File: src/rtl/commit_monitor.sv
// commit_monitor: retirement-stream monitor for a processor core.
// Counts cycles, commits and dropped trace records, buffers {pc, instr, seq}
// records in a trace FIFO, and stops counting once the halt PC retires.
// Optional per-opcode commit histogram, enabled by defining
// COMMIT_MONITOR_OPCODE_HIST_EN; the default build ties hist_count_o to 0.
module commit_monitor #(
  parameter int                    ADDR_WIDTH  = 32,
  parameter int                    INSTR_WIDTH = 32,
  parameter int                    FIFO_DEPTH  = 8,
  parameter int                    CNT_WIDTH   = 32,
  parameter logic [ADDR_WIDTH-1:0] HALT_PC     = 'h3d
) (
  input  logic                   clk_i,
  input  logic                   rst_i,
  input  logic                   clear_i,
  input  logic                   commit_valid_i,
  input  logic [ADDR_WIDTH-1:0]  commit_pc_i,
  input  logic [INSTR_WIDTH-1:0] commit_instr_i,
  output logic                   trace_valid_o,
  input  logic                   trace_ready_i,
  output logic [ADDR_WIDTH-1:0]  trace_pc_o,
  output logic [INSTR_WIDTH-1:0] trace_instr_o,
  output logic [CNT_WIDTH-1:0]   trace_seq_o,
  output logic [CNT_WIDTH-1:0]   cycles_o,
  output logic [CNT_WIDTH-1:0]   instrs_o,
  output logic [CNT_WIDTH-1:0]   drops_o,
  output logic                   overflow_o,
  output logic                   done_o,
  input  logic [3:0]             hist_sel_i,
  output logic [CNT_WIDTH-1:0]   hist_count_o
);

  localparam int                PTR_W   = $clog2(FIFO_DEPTH);
  localparam logic [PTR_W:0]    PTR_ONE = {{PTR_W{1'b0}}, 1'b1};
  localparam logic [CNT_WIDTH-1:0] CNT_ONE = {{(CNT_WIDTH-1){1'b0}}, 1'b1};

  typedef enum logic [1:0] {
    ST_RUN   = 2'd0,
    ST_DRAIN = 2'd1,
    ST_DONE  = 2'd2
  } state_t;

  // Saturating increment shared by every counter: all-ones is sticky.
  function automatic logic [CNT_WIDTH-1:0] sat_inc(input logic [CNT_WIDTH-1:0] v);
    return (&v) ? v : (v + CNT_ONE);
  endfunction

  state_t                 r_state;
  state_t                 w_state_nxt;

  logic [PTR_W:0]         r_wptr;
  logic [PTR_W:0]         r_rptr;
  logic [ADDR_WIDTH-1:0]  r_mem_pc    [FIFO_DEPTH];
  logic [INSTR_WIDTH-1:0] r_mem_instr [FIFO_DEPTH];
  logic [CNT_WIDTH-1:0]   r_mem_seq   [FIFO_DEPTH];

  logic [CNT_WIDTH-1:0]   r_cycles;
  logic [CNT_WIDTH-1:0]   r_instrs;
  logic [CNT_WIDTH-1:0]   r_drops;
  logic                   r_overflow;

  logic                   w_empty;
  logic                   w_full;
  logic                   w_pop;
  logic                   w_commit;
  logic                   w_push;
  logic                   w_drop;
  logic                   w_halt_hit;

  // FIFO occupancy comes from the extra pointer bit: equal pointers mean
  // empty, equal index with opposite wrap bit means full.
  assign w_empty = (r_wptr == r_rptr);
  assign w_full  = (r_wptr[PTR_W] != r_rptr[PTR_W]) &&
                   (r_wptr[PTR_W-1:0] == r_rptr[PTR_W-1:0]);

  // clear_i discards both a pop and a commit arriving in the same cycle.
  assign w_pop      = !w_empty && trace_ready_i && !clear_i;
  assign w_commit   = commit_valid_i && (r_state == ST_RUN) && !clear_i;
  // A full FIFO still accepts a push when the head leaves in the same cycle.
  assign w_push     = w_commit && (!w_full || w_pop);
  assign w_drop     = w_commit && w_full && !w_pop;
  assign w_halt_hit = w_commit && (commit_pc_i == HALT_PC);

  // Run-state register.
  always_ff @(posedge clk_i or negedge rst_i) begin
    if (!rst_i) r_state <= ST_RUN;
    else        r_state <= w_state_nxt;
  end

  // Next-state: halt commit ends RUN; DRAIN finishes one cycle after empty.
  always_comb begin
    w_state_nxt = r_state;
    if (clear_i) begin
      w_state_nxt = ST_RUN;
    end else begin
      case (r_state)
        ST_RUN:   if (w_halt_hit) w_state_nxt = ST_DRAIN;
        ST_DRAIN: if (w_empty)    w_state_nxt = ST_DONE;
        ST_DONE:  w_state_nxt = ST_DONE;
        default:  w_state_nxt = ST_RUN;
      endcase
    end
  end

  // FIFO pointers; they wrap naturally modulo 2*FIFO_DEPTH.
  always_ff @(posedge clk_i or negedge rst_i) begin
    if (!rst_i) begin
      r_wptr <= '0;
      r_rptr <= '0;
    end else if (clear_i) begin
      r_wptr <= '0;
      r_rptr <= '0;
    end else begin
      if (w_push) r_wptr <= r_wptr + PTR_ONE;
      if (w_pop)  r_rptr <= r_rptr + PTR_ONE;
    end
  end

  // Record storage; contents are only observable through the valid-gated head.
  always_ff @(posedge clk_i) begin
    if (w_push) begin
      r_mem_pc[r_wptr[PTR_W-1:0]]    <= commit_pc_i;
      r_mem_instr[r_wptr[PTR_W-1:0]] <= commit_instr_i;
      r_mem_seq[r_wptr[PTR_W-1:0]]   <= r_instrs;
    end
  end

  // Performance counters and sticky overflow flag.
  always_ff @(posedge clk_i or negedge rst_i) begin
    if (!rst_i) begin
      r_cycles   <= '0;
      r_instrs   <= '0;
      r_drops    <= '0;
      r_overflow <= 1'b0;
    end else if (clear_i) begin
      r_cycles   <= '0;
      r_instrs   <= '0;
      r_drops    <= '0;
      r_overflow <= 1'b0;
    end else begin
      if (r_state == ST_RUN) r_cycles <= sat_inc(r_cycles);
      if (w_commit)          r_instrs <= sat_inc(r_instrs);
      if (w_drop) begin
        r_drops    <= sat_inc(r_drops);
        r_overflow <= 1'b1;
      end
    end
  end

  assign trace_valid_o = !w_empty;
  assign trace_pc_o    = trace_valid_o ? r_mem_pc[r_rptr[PTR_W-1:0]]    : '0;
  assign trace_instr_o = trace_valid_o ? r_mem_instr[r_rptr[PTR_W-1:0]] : '0;
  assign trace_seq_o   = trace_valid_o ? r_mem_seq[r_rptr[PTR_W-1:0]]   : '0;
  assign cycles_o      = r_cycles;
  assign instrs_o      = r_instrs;
  assign drops_o       = r_drops;
  assign overflow_o    = r_overflow;
  assign done_o        = (r_state == ST_DONE);

`ifdef COMMIT_MONITOR_OPCODE_HIST_EN
  logic [CNT_WIDTH-1:0] r_hist [16];

  // One saturating counter per opcode, bumped on every counted commit.
  always_ff @(posedge clk_i or negedge rst_i) begin
    if (!rst_i) begin
      for (int i = 0; i < 16; i++) r_hist[i] <= '0;
    end else if (clear_i) begin
      for (int i = 0; i < 16; i++) r_hist[i] <= '0;
    end else if (w_commit) begin
      r_hist[commit_instr_i[3:0]] <= sat_inc(r_hist[commit_instr_i[3:0]]);
    end
  end

  assign hist_count_o = r_hist[hist_sel_i];
`else
  logic w_unused_hist_sel;

  assign w_unused_hist_sel = ^hist_sel_i;
  assign hist_count_o      = '0;
`endif

endmodule

File: config.mk
export PLATFORM = sky130hd
export DESIGN_NAME = commit_monitor
export DESIGN_NICKNAME = d
export VERILOG_FILES = /design/src/rtl/commit_monitor.sv
export SDC_FILE = /design/constraint.sdc
export NUM_CORES = 1
export LEC_CHECK = 0
export ABC_AREA = 1
export CAP_MARGIN = 20
export CORE_UTILIZATION = 35
export DETAILED_ROUTE_END_ITERATION = 10
export MAX_ROUTING_LAYER = met4
export PLACE_DENSITY = 0.5
export SYNTH_ARGS = -nofsm -noshare
export SYNTH_HDL_FRONTEND = slang
export SYNTH_SLANG_ARGS = --single-unit
File: constraint.sdc
create_clock -name clk_i -period 5.9 [get_ports clk_i]
set_input_delay 0.885 -clock clk_i [delete_from_list [all_inputs] [get_ports clk_i]]
set_output_delay 0.885 -clock clk_i [all_outputs]
set_load 0.05 [all_outputs]
==> run_results.csv, run 1 <==
group,metric,value,unit
layout,instances_no_fill,5258,
floorplan,die_w,330,um
status,status,"finished clean",
synthesis,yosys_register_bits,875,
layout,regArea,0.0257,mm2
clock_tree,post_cts_resized,0,
layout,nNetsFinal,3856,
clock_tree,clkTransAtPathRegs,0.06,ns
route,vias,25800,
power_and_ir_drop,ir_worst_vdd,0.000412,V
floorplan,io_pins,300,
synthesis,ys_warn_count,0,
clock_tree,clock_sinks,875,
clock_tree,cts_root_buf,"clkbuf_16",
job,max_cap_viol_count,0,
sta,drv_slew,0,
sta,final_hold_viol_count,0,
sta,fin_crit,5.18,ns
sta,clock.fmax,193,MHz
route,routed_wl,101000,um
layout,drive_above_1_share,0.0584,
global_route,grt_pass1_wl,154000,um
place,gp_congestion,0.850,
place,dp_hpwl,54800,um
clock_tree,cts.htree.levels,3,
sta,tns,0,ns
global_route,grt_max_degree,220,
place,dp.cells,5077,
route,dr.pass1.iters,5,
route,routed.top_layer,"met4",
route,drtIter0Drc,1504,
global_route,overflow,0,
place,portBuffers,263,
worst_setup_path,r2r-start,"r_state[0]",
sta,worst_slew_pin_slew,1.13,ns
clock_tree,postCtsSetupBuffers,0,
worst_hold_path,hold_path.class,"input pin to async pin",
clock_tree,numCtsBuffers,99,
sta,finalSetupViolCount,0,
route,drc,0,
layout,fill_cells,10200,
sta,worst_slack,0.716,ns
floorplan,coreArea,0.107,mm2
worst_setup_path,crit_path_start_kind,"flip-flop",
synthesis,synth_cells,3561,
clock_tree,worstSkewPairLatency,0.67,ns
route,wl_met3,5070,um
clock_tree,cts_tree,"done",
sta,slew-limit-headroom,0.247,
floorplan,die_area,0.109,mm2
sta,rsz0062_at_grt,"false",
global_route,antenna_found_initial,2,
worst_setup_path,cp-end-kind,"primary output",
place,pre_cts_ws,1.32,ns
synthesis,synthDistinctLibCells,36,
floorplan,initial_utilization,0.353,
worst_setup_path,startpoint,"r_rptr[1]",
route,viasPerCell,4.90,
clock_tree,postCtsHoldBufs,0,
synthesis,avgSynthCellArea,10.6,um2
worst_setup_path,cp.required,5.02,ns
route,wl_per_cell,19.2,um
synthesis,yosysSeqAreaShare,0.682,
clock_tree,cts_max_path_buffers,3,
route,wl_met1,45300,um
power_and_ir_drop,leakagePower,0.0153,uW
sta,clock_skew,0.0274,ns
layout,design_area,0.0448,mm2
worst_setup_path,worstPathArrival,4.30,ns
sta,post-route-period-util,0.879,
synthesis,syn_area,0.0378,mm2
place,placed_area,0.0416,mm2
worst_setup_path,crit_type,"flip-flop to primary output",
layout,area_growth,18.6,%
route,ant_nets,0,
worst_setup_path,critPathMaxFanout,47,
global_route,grt_pass1_vias,24900,
global_route,track_usage,0.191,
floorplan,rows,120,
floorplan,fp.dieH,330,um
layout,multi_input_area,0.0106,mm2
route,wl_met2,48700,um
power_and_ir_drop,power.density,416,mW/mm2
sta,holdWs,0.310,ns
[cell usage in the layout, fill, tap and decap left out, drive strengths merged, types with 2 or more instances in the layout]
cell type        n
nor2           903
edfxtp         768
o21ai          627
nand2          533
clkdlybuf4s50  262
clkbuf         132
inv            124
nand3          120
dfrtp          107
a31oi           97
buf             38
clkinv          35
conb            32
xor2            15
xnor2           13
ha               8
or2              6
clkinvlp         6
bufinv           6
nand4            5
o21bai           5
nor3             5
nand3b           2
a21oi            2
[worst max-delay path, stage by stage, from the launching register on]
cell and delay [ns]:
dfrtp_4 0.64, inv_4 0.52, nand2_1 0.13, nand2_2 0.11, nor2_4 0.05, nand2_4 0.42
buf_12 0.35, o21ai_0 0.16, a31oi_1 0.31, clkdlybuf4s50_1 0.87
[stage by stage]
stage / total power (uW) / utilization
after floorplan: 11000 / -
after global placement: 12900 / 0.389
after detailed placement: 12900 / 0.389
after CTS: 18900 / 0.418
after global routing: 19500 / 0.418
final: 18600 / 0.418
[flip-flops by register name, indices dropped and copies added, names as in the netlist]
name         flops
overflow_o       1
r_mem_instr    256
r_rptr           4
r_wptr           4
r_mem_pc       256
drops_o         32
instrs_o        32
r_mem_seq      256
r_state          2
cycles_o        32
[path summary, 6_finish.rpt]
check,to,slack [ns],cells after the start
max in group asynchronous,drops_o[22],4.34,2
worst max register to register,r_mem_seq[1][6],2.21,9
worst max-delay path,trace_instr_o[0],0.72,9
worst min-delay path,cycles_o[29],0.31,1
min in group clk_i,overflow_o,0.49,2
worst min register to register,overflow_o,0.49,2
[cells by family (layout without fill, tap and decap cells)]
group / count (synthesis) / count (layout) / share of synthesized area
DFF: 875 / 875 / 0.682
buffers and inverters: 341 / 603 / 0.0424
and+or+nand+nor: 1575 / 1575 / 0.166
adders and majority gates: 8 / 8 / 0.00265
AOI/OAI and AO/OA: 733 / 733 / 0.101
other: 1 / 33 / 0.0000993
xor gates and xnor gates: 28 / 28 / 0.00649
[cells in the mapped netlist (all sizes together)]
cell / number / area share
nor2: 903 / 0.092
nand4: 5 / 0.00083
a31oi: 97 / 0.016
or2: 6 / 0.00099
ha: 8 / 0.0027
nand3: 120 / 0.016
buf: 129 / 0.021
o21ai: 627 / 0.083
dfrtp: 107 / 0.071
conb: 1 / 0.000099
xor2: 15 / 0.0035
edfxtp: 768 / 0.61
nand2: 533 / 0.055
clkinv: 1 / 0.000099
o21bai: 5 / 0.00099
nor3: 5 / 0.00096
nand3b: 2 / 0.00040
a21oi: 2 / 0.00027
xnor2: 13 / 0.0030
clkbuf: 89 / 0.0088
o21a: 1 / 0.00020
o2111ai: 1 / 0.00023
inv: 122 / 0.012
nor3b: 1 / 0.00020
[power by group]
group          internal (uW)  switching [uW]  leakage, uW
Clock                   3490            2480      0.00152
Combinational           1520            4090      0.00543
Sequential              6940             102      0.00835
[metal layers]
layer  track usage  vias to the layer above
li1              -                    12600
met1         0.244                    12500
met2         0.309                      473
met3        0.0397                      126
met4        0.0465                        0
met5             -                        -
[cell type report]
class / count / area share
Inverter: 123 / 0.0108
Antenna cell: 1 / 0.0000559
Multi-Input combinational cell: 2376 / 0.236
Timing Repair Buffer: 300 / 0.0683
Tap cell: 1403 / 0.0392
Clock inverter: 48 / 0.00972
Sequential cell: 875 / 0.575
Clock buffer: 132 / 0.0607
Note: power is estimated with default switching activity, not from simulation.
==> inputs of run 2 (changes only) <==
--- a/config.mk
+++ b/config.mk
@@ -11,6 +11,7 @@
 export DETAILED_ROUTE_END_ITERATION = 10
 export MAX_ROUTING_LAYER = met4
 export PLACE_DENSITY = 0.5
+export RECOVER_POWER = 100
 export SYNTH_ARGS = -nofsm -noshare
 export SYNTH_HDL_FRONTEND = slang
 export SYNTH_SLANG_ARGS = --single-unit
==> run 2 against run 1 <==
Global-route usage stayed put. Sequential share of layout area is 0.16 points higher. Sequential power about the same. Cell area is 0.28% lower. Register-to-register slack worse by 1.4 ns. Worst setup slack got worse by 0.14 ns. Largest cell class unchanged. Worst hold slack improved by 0.17 ns. The run now ends with max-capacitance violations, max-slew violations left. Critical path depth decreased by 1. Highest routed layer unchanged. Die area is the same. Final cell count is essentially flat. Fmax shrank 2.7%. Clock skew grew 0.00088 ns.
==> run_results.csv, run 2 (synthesis gave the netlist of run 1 again) <==
group,metric,value,unit
worst_setup_path,cp_cell_sequence,"dlygate4sd3_1 -> clkbuf_1 -> inv_1 -> clkbuf_1 -> nand3_4 -> nand2_4 -> nand2_1 -> nand2_1",
global_route,track_usage,0.191,
worst_setup_path,cp.required,6.45,ns
worst_hold_path,holdPathEnd,"overflow_o",
global_route,grt_pass1_vias,24900,
route,dr.pass1.iters,5,
sta,worst_slew_pin_slew,3.41,ns
power_and_ir_drop,clockPowerShare,0.324,
layout,nNetsFinal,3856,
clock_tree,clkTransAtPathRegs,0.06,ns
layout,area_growth,18.3,%
clock_tree,numCtsBuffers,99,
sta,drv_slew,748,
clock_tree,clock_sinks,875,
place,pre_cts_ws,1.32,ns
global_route,grt_pass1_wl,154000,um
sta,clock.fmax,188,MHz
power_and_ir_drop,comb_power_share,0.294,
route,viasPerCell,4.92,
clock_tree,cts.htree.levels,3,
clock_tree,postCtsHoldBufs,0,
worst_setup_path,cp-end-kind,"flip-flop",
worst_setup_path,worstPathArrival,5.87,ns
layout,most-common-layout-cells,"nor2_1, edfxtp_1, o21ai_0",
route,routed_wl,101000,um
clock_tree,postCtsSetupBuffers,0,
sta,worst_slack,0.573,ns
worst_setup_path,r2r-start,"r_state[0]",
floorplan,die_w,330,um
place,gp_congestion,0.850,
worst_hold_path,hold_path.class,"flip-flop to flip-flop",
power_and_ir_drop,power_frac_seq,0.383,
worst_setup_path,slowest_delay,1.26,ns
floorplan,fp.dieH,330,um
worst_setup_path,rr_worst_depth,9,
route,drc,0,
clock_tree,cts_tree,"done",
floorplan,coreArea,0.107,mm2
worst_setup_path,crit_type,"input pin to flip-flop",
route,vias,25900,
sta,clock_skew,0.0283,ns
worst_hold_path,hold_depth,2,
global_route,antenna_found_initial,10,
worst_setup_path,regToRegSetupSlack,0.80,ns
global_route,overflow,0,
power_and_ir_drop,p_int,11800,uW
worst_setup_path,r2r_end,"r_mem_seq[3][6]",
floorplan,initial_utilization,0.353,
power_and_ir_drop,p_sw_frac,0.360,
worst_hold_path,hold_start,"overflow_o",
clock_tree,cts_max_path_buffers,3,
worst_setup_path,critPathMaxFanout,32,
job,max_cap_viol_count,17,
clock_tree,cts_root_buf,"clkbuf_16",
place,dp_hpwl,54800,um
worst_setup_path,crit_path_start_kind,"input pin",
floorplan,io_pins,300,
floorplan,die_area,0.109,mm2
power_and_ir_drop,ir_worst_vdd,0.000407,V
clock_tree,worstSkewPairLatency,0.67,ns
power_and_ir_drop,p_switching,6640,uW
power_and_ir_drop,power.density,413,mW/mm2
floorplan,rows,120,
sta,post-route-period-util,0.903,
layout,drive_above_1_share,0.0555,
sta,finalSetupViolCount,0,
route,ant_nets,0,
sta,rsz0062_at_grt,"false",
layout,final_common_cell,"nor2_1",
worst_setup_path,critPathSlowestCell,"clkbuf_1",
layout,instances_no_fill,5260,
status,status,"complete, but fails checks",
route,drtIter0Drc,1510,
global_route,grt_max_degree,220,
status,violations,"max-capacitance violations, max-slew violations",
place,dp.cells,5077,
power_and_ir_drop,leakagePower,0.0159,uW
sta,final_hold_viol_count,0,
clock_tree,post_cts_resized,0,
route,wl_per_cell,19.2,um
power_and_ir_drop,p_total,18400,uW
place,portBuffers,263,
sta,fin_crit,5.33,ns
sta,slew-limit-headroom,-1.28,
==> run 2: how the worst max path moves through the flow <==
| stage | from | to | depth (start not counted) |
|---|---|---|---|
| after global placement | r_rptr[1] | trace_pc_o[5] | 9 |
| after floorplan | clear_i | r_mem_instr[0][0] | 6 |
| after global routing | clear_i | drops_o[12] | 8 |
| final | clear_i | drops_o[20] | 8 |
| after detailed placement | r_rptr[1] | trace_instr_o[0] | 9 |
| after CTS | r_rptr[1] | trace_instr_o[0] | 9 |
==> run 2: power groups by stage <==
stage | clock, uW | combinational (uW) | sequential (uW)
finish | 5970 | 5420 | 7050
global route | 6360 | 5940 | 7070
CTS | 6140 | 5730 | 7050
detailed placement | 0 | 5720 | 7170
global placement | 0 | 5700 | 7170
floorplan | 0 | 3770 | 7210
==> run 2: per-layer routing <==
metal	vias up	GRT usage	routed length, um	part of all wire
met3	145	0.0397	5270	0.052
met5	-	-	0	0
met1	12500	0.244	44800	0.44
met2	516	0.309	48900	0.48
met4	0	0.0465	2250	0.022
li1	12700	-	-	-
==> run 2: stage by stage <==
stage | setup TNS, ns | utilization | hold WS (ns) | cell area [um2]
floorplan | -142.12 | - | 0.467 | 37900
global placement | 0 | 0.389 | 0.470 | 41600
detailed placement | 0 | 0.389 | 0.481 | 41600
CTS | 0 | 0.418 | 0.308 | 44800
global route | 0 | 0.417 | 0.522 | 44700
finish | 0 | 0.417 | 0.480 | 44700
==> run 2: worst max-delay path: cells and delay by family <==
family	cells	cell delay (ns)
simple gates	4	1.04
buf+inv	4	3.89
==> run 2: final cells by class <==
cell class,count,area (um2)
Antenna cell,3,7.51
Clock buffer,132,2720
Clock inverter,48,435
Fill cell,10200,62400
Inverter,123,483
Multi-Input combinational cell,2376,10600
Sequential cell,875,25700
Tap cell,1403,1760
Timing Repair Buffer,300,2960
